<file path="config.mk">
export PLATFORM = sky130hd
export DESIGN_NAME = codec_read_sequencer_flat
export DESIGN_NICKNAME = d
export VERILOG_FILES = /design/src/rtl/codec_read_sequencer_if.sv /design/src/rtl/codec_read_sequencer.sv /design/src/flat_wrapper.sv
export SDC_FILE = /design/constraint.sdc
export NUM_CORES = 1
export LEC_CHECK = 0
export BUFFER_PORTS_ARGS = -buffer_cell sky130_fd_sc_hd__buf_2
export CORE_ASPECT_RATIO = 0.6
export CORE_MARGIN = 1
export CORE_UTILIZATION = 35
export CTS_BUF_LIST = sky130_fd_sc_hd__clkbuf_4
export CTS_CLUSTER_SIZE = 12
export DETAILED_ROUTE_END_ITERATION = 8
export PLACE_DENSITY_LB_ADDON = 0.05
export SYNTH_ARGS = -nofsm -noshare
export SYNTH_HDL_FRONTEND = slang
export SYNTH_SLANG_ARGS = --single-unit
</file>
<file path="constraint.sdc">
create_clock -name CLOCK_50 -period 5.95 [get_ports CLOCK_50]
set_clock_uncertainty 0.1 [all_clocks]
set_input_delay 0.595 -clock CLOCK_50 [delete_from_list [all_inputs] [get_ports CLOCK_50]]
set_output_delay 0.595 -clock CLOCK_50 [all_outputs]
set_load 0.02 [all_outputs]
</file>
<file path="src/rtl/codec_read_sequencer_if.sv">
// Codec read bus and frame-result handshake between the sequencer and its neighbours.
// master: the sequencer side; slave: the codec/consumer side.
interface codec_read_sequencer_if #(
    parameter int DATA_W = 24,
    parameter int CNT_W  = 16
);
    logic              read_ready;
    logic [DATA_W-1:0] readdata_left;
    logic [DATA_W-1:0] readdata_right;
    logic              read;
    logic [DATA_W-1:0] frame_peak;
    logic [CNT_W-1:0]  frame_count;
    logic              frame_loud;
    logic              frame_valid;
    logic              frame_ready;
    logic              overrun;

    modport master (
        input  read_ready, readdata_left, readdata_right, frame_ready,
        output read, frame_peak, frame_count, frame_loud, frame_valid, overrun
    );

    modport slave (
        output read_ready, readdata_left, readdata_right, frame_ready,
        input  read, frame_peak, frame_count, frame_loud, frame_valid, overrun
    );
endinterface

</file>
<file path="src/rtl/codec_read_sequencer.sv">
// Reads codec ADC samples one per 3 cycles, rectifies them and reports per-frame peak/count.
// Optional STEREO_MIX_EN: analyse the floor-averaged left+right mix instead of the right channel.
module codec_read_sequencer #(
    parameter int                DATA_W      = 24,
    parameter int                CNT_W       = 16,
    parameter logic [DATA_W-1:0] LOUD_THRESH = 24'h040000
) (
    input  logic                  CLOCK_50,
    input  logic                  reset_n,
    input  logic                  enable,
    input  logic                  frame_tick,
    codec_read_sequencer_if.master bus
);

    typedef enum logic [1:0] {S_WAIT, S_READ, S_ACC} state_t;

    state_t state, state_next;
    logic   read_c;

    logic signed [DATA_W-1:0] raw_sample;
    logic signed [DATA_W-1:0] sample_p1;
    logic        [DATA_W-1:0] mag_p1;
    logic                     acc_update;

    logic [DATA_W-1:0] peak_acc;
    logic [CNT_W-1:0]  count_acc;
    logic [DATA_W-1:0] frame_peak_r;
    logic [CNT_W-1:0]  frame_count_r;
    logic              frame_loud_r;
    logic              frame_valid_r;
    logic              overrun_r;
    logic              slot_free;

    function automatic logic signed [DATA_W-1:0] mix_sample(
        input logic signed [DATA_W-1:0] l,
        input logic signed [DATA_W-1:0] r
    );
        logic signed [DATA_W:0] sum;
        logic signed [DATA_W:0] half;
        sum  = {l[DATA_W-1], l} + {r[DATA_W-1], r};
        half = sum >>> 1;
        return half[DATA_W-1:0];
    endfunction

    // The most negative input wraps to 2^(DATA_W-1), which is exactly its magnitude unsigned.
    function automatic logic [DATA_W-1:0] rectify(input logic signed [DATA_W-1:0] s);
        logic signed [DATA_W-1:0] neg;
        neg = -s;
        return s[DATA_W-1] ? $unsigned(neg) : $unsigned(s);
    endfunction

    function automatic logic [CNT_W-1:0] sat_inc(input logic [CNT_W-1:0] c);
        return (&c) ? c : c + CNT_W'(1);
    endfunction

`ifdef STEREO_MIX_EN
    assign raw_sample = mix_sample(bus.readdata_left, bus.readdata_right);
`else
    logic unused_left;
    assign unused_left = ^bus.readdata_left;
    assign raw_sample  = bus.readdata_right;
`endif

    always_ff @(posedge CLOCK_50) begin
        if (!reset_n) state <= S_WAIT;
        else          state <= state_next;
    end

    always_comb begin
        state_next = state;
        read_c     = 1'b0;
        case (state)
            S_WAIT: if (enable && bus.read_ready) state_next = S_READ;
            S_READ: begin
                read_c     = 1'b1;
                state_next = S_ACC;
            end
            S_ACC:   state_next = S_WAIT;
            default: state_next = S_WAIT;
        endcase
    end

    assign bus.read = read_c;

    // Stage p1: sample captured on the same edge that ends the read strobe.
    always_ff @(posedge CLOCK_50) begin
        if (state == S_READ) sample_p1 <= raw_sample;
    end

    assign mag_p1     = rectify(sample_p1);
    assign acc_update = (state == S_ACC);
    assign slot_free  = !frame_valid_r || bus.frame_ready;

    // Stage p2: accumulator update and frame close; a colliding sample opens the new frame.
    always_ff @(posedge CLOCK_50) begin
        if (!reset_n) begin
            peak_acc      <= '0;
            count_acc     <= '0;
            frame_peak_r  <= '0;
            frame_count_r <= '0;
            frame_loud_r  <= 1'b0;
            frame_valid_r <= 1'b0;
            overrun_r     <= 1'b0;
        end else if (frame_tick) begin
            peak_acc  <= acc_update ? mag_p1 : '0;
            count_acc <= acc_update ? CNT_W'(1) : '0;
            if (slot_free) begin
                frame_peak_r  <= peak_acc;
                frame_count_r <= count_acc;
                frame_loud_r  <= (peak_acc >= LOUD_THRESH);
                frame_valid_r <= 1'b1;
            end else begin
                overrun_r <= 1'b1;
            end
        end else begin
            if (acc_update) begin
                peak_acc  <= (mag_p1 > peak_acc) ? mag_p1 : peak_acc;
                count_acc <= sat_inc(count_acc);
            end
            if (bus.frame_ready) frame_valid_r <= 1'b0;
        end
    end

    assign bus.frame_peak  = frame_peak_r;
    assign bus.frame_count = frame_count_r;
    assign bus.frame_loud  = frame_loud_r;
    assign bus.frame_valid = frame_valid_r;
    assign bus.overrun     = overrun_r;

endmodule

</file>
<file path="src/flat_wrapper.sv">
// flat-port wrapper written by rule: the top's interface ports become plain ports
module codec_read_sequencer_flat 
#(
    parameter int                DATA_W      = 24,
    parameter int                CNT_W       = 16,
    parameter logic [DATA_W-1:0] LOUD_THRESH = 24'h040000
)
  (CLOCK_50, reset_n, enable, frame_tick, bus_read_ready, bus_readdata_left, bus_readdata_right, bus_frame_ready, bus_read, bus_frame_peak, bus_frame_count, bus_frame_loud, bus_frame_valid, bus_overrun);
  codec_read_sequencer_if #(.DATA_W(DATA_W), .CNT_W(CNT_W)) bus_i ();
  input  logic CLOCK_50;
  input  logic reset_n;
  input  logic enable;
  input  logic frame_tick;
  input wire logic [$bits(bus_i.read_ready)-1:0] bus_read_ready;
  input wire logic [$bits(bus_i.readdata_left)-1:0] bus_readdata_left;
  input wire logic [$bits(bus_i.readdata_right)-1:0] bus_readdata_right;
  input wire logic [$bits(bus_i.frame_ready)-1:0] bus_frame_ready;
  output wire logic [$bits(bus_i.read)-1:0] bus_read;
  output wire logic [$bits(bus_i.frame_peak)-1:0] bus_frame_peak;
  output wire logic [$bits(bus_i.frame_count)-1:0] bus_frame_count;
  output wire logic [$bits(bus_i.frame_loud)-1:0] bus_frame_loud;
  output wire logic [$bits(bus_i.frame_valid)-1:0] bus_frame_valid;
  output wire logic [$bits(bus_i.overrun)-1:0] bus_overrun;
  assign bus_i.read_ready = bus_read_ready;
  assign bus_i.readdata_left = bus_readdata_left;
  assign bus_i.readdata_right = bus_readdata_right;
  assign bus_i.frame_ready = bus_frame_ready;
  assign bus_read = bus_i.read;
  assign bus_frame_peak = bus_i.frame_peak;
  assign bus_frame_count = bus_i.frame_count;
  assign bus_frame_loud = bus_i.frame_loud;
  assign bus_frame_valid = bus_i.frame_valid;
  assign bus_overrun = bus_i.overrun;
  codec_read_sequencer #(.DATA_W(DATA_W), .CNT_W(CNT_W), .LOUD_THRESH(LOUD_THRESH)) u_core (.CLOCK_50(CLOCK_50), .reset_n(reset_n), .enable(enable), .frame_tick(frame_tick), .bus(bus_i));
endmodule
</file>
### Yosys cells after proc, flatten, opt, wreduce, memory -nomap -nowiden

Cells that the tools add are included.

* mux-type cells: 15
* bitwise operators: 1
* reduce and logical (&&, ||, !) cells: 13
* div/mod/pow operators: 0
* $add $sub $neg: 2
* shifts and indexed selects: 0
* equal/unequal tests: 5
* $mul: 0
* order comparisons: 2

Operators by type and width (number)
* 24-bit 2-to-1 mux: 5
* 16-bit 2-to-1 mux: 3
* 24-bit by 19-bit greater-or-equal comparator with 1-bit output (second input constant): 1
* 24-bit > comparator: 1
* 24-bit negator: 1
* 16-bit by 1-bit adder with 16-bit output (second input constant): 1
* 16-bit AND reduction: 1
* 2-bit AND reduction: 5
* 2-bit nonzero test: 3
* 1-bit 2-to-1 mux: 5
* 2-bit by 1-bit != test with 1-bit output (second input constant): 2
* 2-bit case mux with 2 select lines: 1
* 2-bit by 1-bit == test with 1-bit output (second input constant): 1
* 2-bit == test (second input constant): 1
* 2-bit logical NOT: 1
* 2-bit 2-to-1 mux: 1
* 2-bit != test (second input constant): 1
* 1-bit logical AND: 1
* 1-bit logical NOT: 1
* 1-bit logical OR: 1
* 1-bit NOT: 1

* flip-flop bits (word level): 109
* memory bits (read-only): 0
* output and inout port bits: 44
* memories kept: 0
* memory bits (writable): 0
* latch bits: 0

### Logic depth before layout (Yosys ltp)

* word-level depth: 6
* depth in mapped cells: 15

### Worst setup path after synthesis

OpenSTA, ideal clock, no wires.

* kind: register to register
* from: register u_core.sample_p1[16]
* to: register u_core.peak_acc[10]
* setup slack: 2280 ps
* arrival: 3452 ps
* path buffers: 2
* cell stages (with the launch flop): 15
* setup time: 117 ps
* cells stage by stage: edfxtp_1 or3_4 or3_4 or3_1 o21ai_2 xnor2_1 ha_1 nand4_1 nor4_1 nor3b_1 a31oi_1 or2_1 clkbuf_1 buf_2 a32o_1

* word-level cells in the longest chain between the ends: 5

RTL lines
* start: declaration: RTL line codec_read_sequencer.sv:21 `logic signed [DATA_W-1:0] sample_p1;`
* start signal: assignment: RTL line codec_read_sequencer.sv:87 `if (state == S_READ) sample_p1 <= raw_sample;`
* 24-bit negator: RTL line codec_read_sequencer.sv:48 `neg = -s;`
* 24-bit 2-to-1 mux (*): RTL line codec_read_sequencer.sv:49 `return s[DATA_W-1] ? $unsigned(neg) : $unsigned(s);`
* 24-bit > comparator (*): RTL line codec_read_sequencer.sv:117 `peak_acc <= (mag_p1 > peak_acc) ? mag_p1 : peak_acc;`
* 2-bit nonzero test (no line) (*)
* 2-bit AND reduction (no line) (*)
* end signal: assignment: RTL line codec_read_sequencer.sv:105 `peak_acc <= acc_update ? mag_p1 : '0;`
* end signal: assignment: RTL line codec_read_sequencer.sv:117
* end: declaration: RTL line codec_read_sequencer.sv:25 `logic [DATA_W-1:0] peak_acc;`

Every way passes the cells marked *; elsewhere a longest branch is shown, timed or not.
A chain may end at the register's enable or synchronous reset.

### Final worst setup path

* from: register u_core.sample_p1[4]
* to: register u_core.peak_acc[10]

* word-level cells in the longest chain between the ends: 5
* elaborated cells on any way between the ends: 9
* classes of those cells: 1 x add/sub; 1 x order compare; 5 x mux; 2 x reduce/logical

RTL lines (RTL line)
* 24-bit negator: codec_read_sequencer.sv:48
* 24-bit 2-to-1 mux (*): codec_read_sequencer.sv:49
* 24-bit > comparator or 24-bit 2-to-1 mux (tied branches): codec_read_sequencer.sv:117
* 2-bit nonzero test (no line) or 24-bit 2-to-1 mux (tied branches)
* 2-bit AND reduction (no line) or 24-bit 2-to-1 mux (tied branches)

Every way passes the cells marked *; elsewhere a longest branch is shown, timed or not. The select of a mux whose other input is x is not followed.

==> metrics.yaml <==
setup_path:
  required_ns: 6.24
  crit_path_cell_trace: "or3_4 > nor3_1 > nand4b_1 > o21ai_1 > xnor2_1 > ha_1 > nand4_1 > nor4_1 > o311ai_1 > a31oi_1 > or2_1 > a32o_1"
  cp-start-kind: "flip-flop"
  r2r-start: "u_core.sample_p1[4]"
  critPathKind: "flip-flop to flip-flop"
  cp.depth: 12
  critPathSlowestCell: "or2_1"
  cp_max_fo: 24
  critPathTopFamily: "simple AND/OR/NAND/NOR gates"
  cp.arrival_ns: 4.90
  max_stage_delay_ns: 0.73
  critPathLaunch: "u_core.sample_p1[4]"
  worst-r2r-cell-count: 12
  path_buf_inv: 0
  end_kind: "flip-flop"
layout:
  diodes: 0
  postLayoutCellArea_mm2: 0.005672
  seqCellArea_mm2: 0.002422
  nets: 663
  nFillCells: 1405
  multiInputGateArea_mm2: 0.002400
  areaGrowthSynthToFinish_pct: 12.76
  drive_above_1_share_pct: 17.69
yosys:
  ys_top_cells_by_area: "dfxtp_1, edfxtp_1, nand2_1"
  yosysSeqAreaShare_pct: 48.16
  synth_top_family_by_area: "simple AND/OR/NAND/NOR gates"
  synth_fa_ha_area_share_pct: 6.468
  ys.flop_type: "dfxtp_1"
  synth_top_area_cell: "dfxtp_1"
  synth_mux_area_share_pct: 0
  yosys_warnings: 0
  synth_compound_area_share_pct: 17.09
  synth-seq-cells: 109
  ys_types: 48
  synth_edf_count: 24
  ys_async_sr_fraction_pct: 0
  synth-simple-area-share_pct: 17.99
  synth_area_mm2: 0.005030
  netlist.area_leader.share_pct: 33.83
  synth.avg_cell_area_um2: 9.636
  yosys.area_share.xor_xnor_pct: 6.095
  synthCells: 522
  syn-num-nets: 602
floorplan:
  num_rows: 33
  die-area_mm2: 0.01487
  start_util_pct: 36.36
  die_h_um: 94.86
  core_area_mm2: 0.01383
  ios: 98
  die_x_um: 156.8
timing:
  fin_setup_tns_ns: 0
  period_share_pct: 77.44
  whs_ns: 0.2031
  tightestPinTransition_ns: 0.9801
  finalHoldViolations: 0
  worst_slack_ns: 1.342
  fmax_mhz: 217.0
  grt_setup_unrepaired: "false"
  setup_viol: 0
  layout_min_cycle_time_ns: 4.608
  max-slew-margin-rel_pct: 34.66
  finalMaxSlewViolations: 0
clock_tree:
  cts_sinks: 109
  ctsHoldBuffers: 0
  cts_resized: 0
  insertion_delay_ns: 0.45
  htreeDepth: 3
  clk_path_buf_depth: 2
  clk_pin_slew_worst_paths_ns: 0.16
  cts_setup_buffers: 0
  cts_tree: "built"
  numCtsBuffers: 9
  cts_root_buffer: "clkbuf_4"
global_routing:
  grt_overflow: 0
  track_usage_pct: 16.92
  grt_pass1_vias: 3652
  grt_antenna_before_repair: 0
  grt_pass1_wl_um: 19220
  grt_start_max_net_pins: 49
place:
  dp_slack_ns: 1.403
  port_buffers: 73
  place_area_mm2: 0.005559
  gp_congestion: 0.7990
  dpl.hpwl_um: 8619
min_path:
  hold_path_class: "input port to flip-flop"
  hp-start: "bus_readdata_right[18]"
  hold_depth: 1
routing:
  routedWlPerCell_um: 15.04
  drt_iter0_markers: 196
  routed_wl_um: 11730
  drc: 0
  num_vias: 3898
  dr.pass1.iters: 4
  ant_nets: 0
  via_per_inst: 4.997
outcome:
  outcome: "finished clean"
power:
  total_power_uw: 1205
  leakage_uw: 0.002038
  p_per_area_mw_per_mm2: 212.5
  ir_worst_vdd_mv: 0.1005
run:
  cap_violations: 0
## worst paths after layout
kind                                end  slack (ns)
min                u_core.sample_p1[18]        0.20
max                 u_core.peak_acc[10]        1.34
min reg2reg  u_core.bus.frame_count[12]        0.37
max reg2reg         u_core.peak_acc[10]        1.34
## cells in the final DEF (no fill, tap or decap), types with 3 or more instances in the layout
cell type | netlist | final
a21boi_0 | 40 | 40
a21oi_1 | 11 | 11
a31oi_1 | 3 | 3
a32o_1 | 24 | 24
and2_1 | 5 | 4
and3_1 | 3 | 3
and4_1 | 3 | 3
buf_2 | 4 | 73
buf_4 | 0 | 3
clkbuf_4 | 0 | 10
dfxtp_1 | 85 | 85
edfxtp_1 | 24 | 24
ha_1 | 26 | 26
inv_1 | 29 | 29
nand2_1 | 96 | 96
nand2b_1 | 5 | 5
nand3_1 | 9 | 9
nand4_1 | 14 | 14
nor2_1 | 23 | 23
nor2b_1 | 5 | 4
nor3_1 | 3 | 3
nor4_1 | 5 | 5
o21ai_0 | 12 | 12
o21ai_1 | 3 | 3
o31ai_1 | 5 | 5
or3_4 | 3 | 3
xnor2_1 | 22 | 22
xor2_1 | 13 | 13
## through the flow
step / utilization, % / cells
4_1_cts: 41.00 / 780
3_5_place_dp: 40.19 / 764
6_report: 41.00 / 780
5_1_grt: 41.00 / 780
3_3_place_gp: 40.19 / 764
2_1_floorplan: - / 522
## registers in the layout, indices dropped and copies added (netlist names)
signal	count
u_core.bus.frame_peak	24
u_core.peak_acc	24
u_core.sample_p1	24
u_core.bus.frame_count	16
u_core.count_acc	16
u_core.state	2
u_core.bus.frame_loud	1
u_core.bus.frame_valid	1
u_core.bus.overrun	1
## power breakdown
part | switching, uW | internal [uW]
clock | 241 | 91.2
sequential | 9.48 | 766
combinational | 60.5 | 36.6
total | 311 | 894
## routing by layer
layer	GRT usage (%)	part of all wire, %	vias up
met5	0	0	-
met4	3.676	0.84	0
met3	3.901	4.6	9
met2	23.74	39	86
met1	25.71	56	1832
li1	-	-	1971
## area by class of cell
type / count / area share, %
repair buffers: 76 / 6.839
flip-flops and latches: 109 / 42.71
clock buffers: 10 / 1.324
clock inverters: 6 / 0.6618
inverters: 29 / 1.919
well taps: 192 / 4.236
multi-input cells: 358 / 42.31
## logic make-up (layout without fill, tap and decap cells)
| family | after synthesis | in the layout |
|---|---|---|
| XOR/XNOR | 35 | 35 |
| AND/OR/NAND/NOR | 185 | 185 |
| flip-flops | 109 | 109 |
| buffers and inverters | 55 | 121 |
| adder cells (fa/ha/maj) | 26 | 26 |
| AO/OA/AOI/OAI | 112 | 112 |
## synth_stat cells (all sizes together) (2+ instances only)
library cell	instances
nand2	96
or4	2
and4	3
nand4b	2
a32o	24
nor3	3
inv	29
nor2	23
o21a	2
nand4	14
or3	5
buf	5
xnor2	22
nand2b	5
a31oi	3
edfxtp	24
nor2b	5
a21boi	40
a21oi	11
o21ai	16
dfxtp	85
and3	3
clkbuf	21
nor4	6
o31ai	7
o41ai	2
xor2	13
and2	5
nand3	10
ha	26
Power figures use the tool's default switching activity.
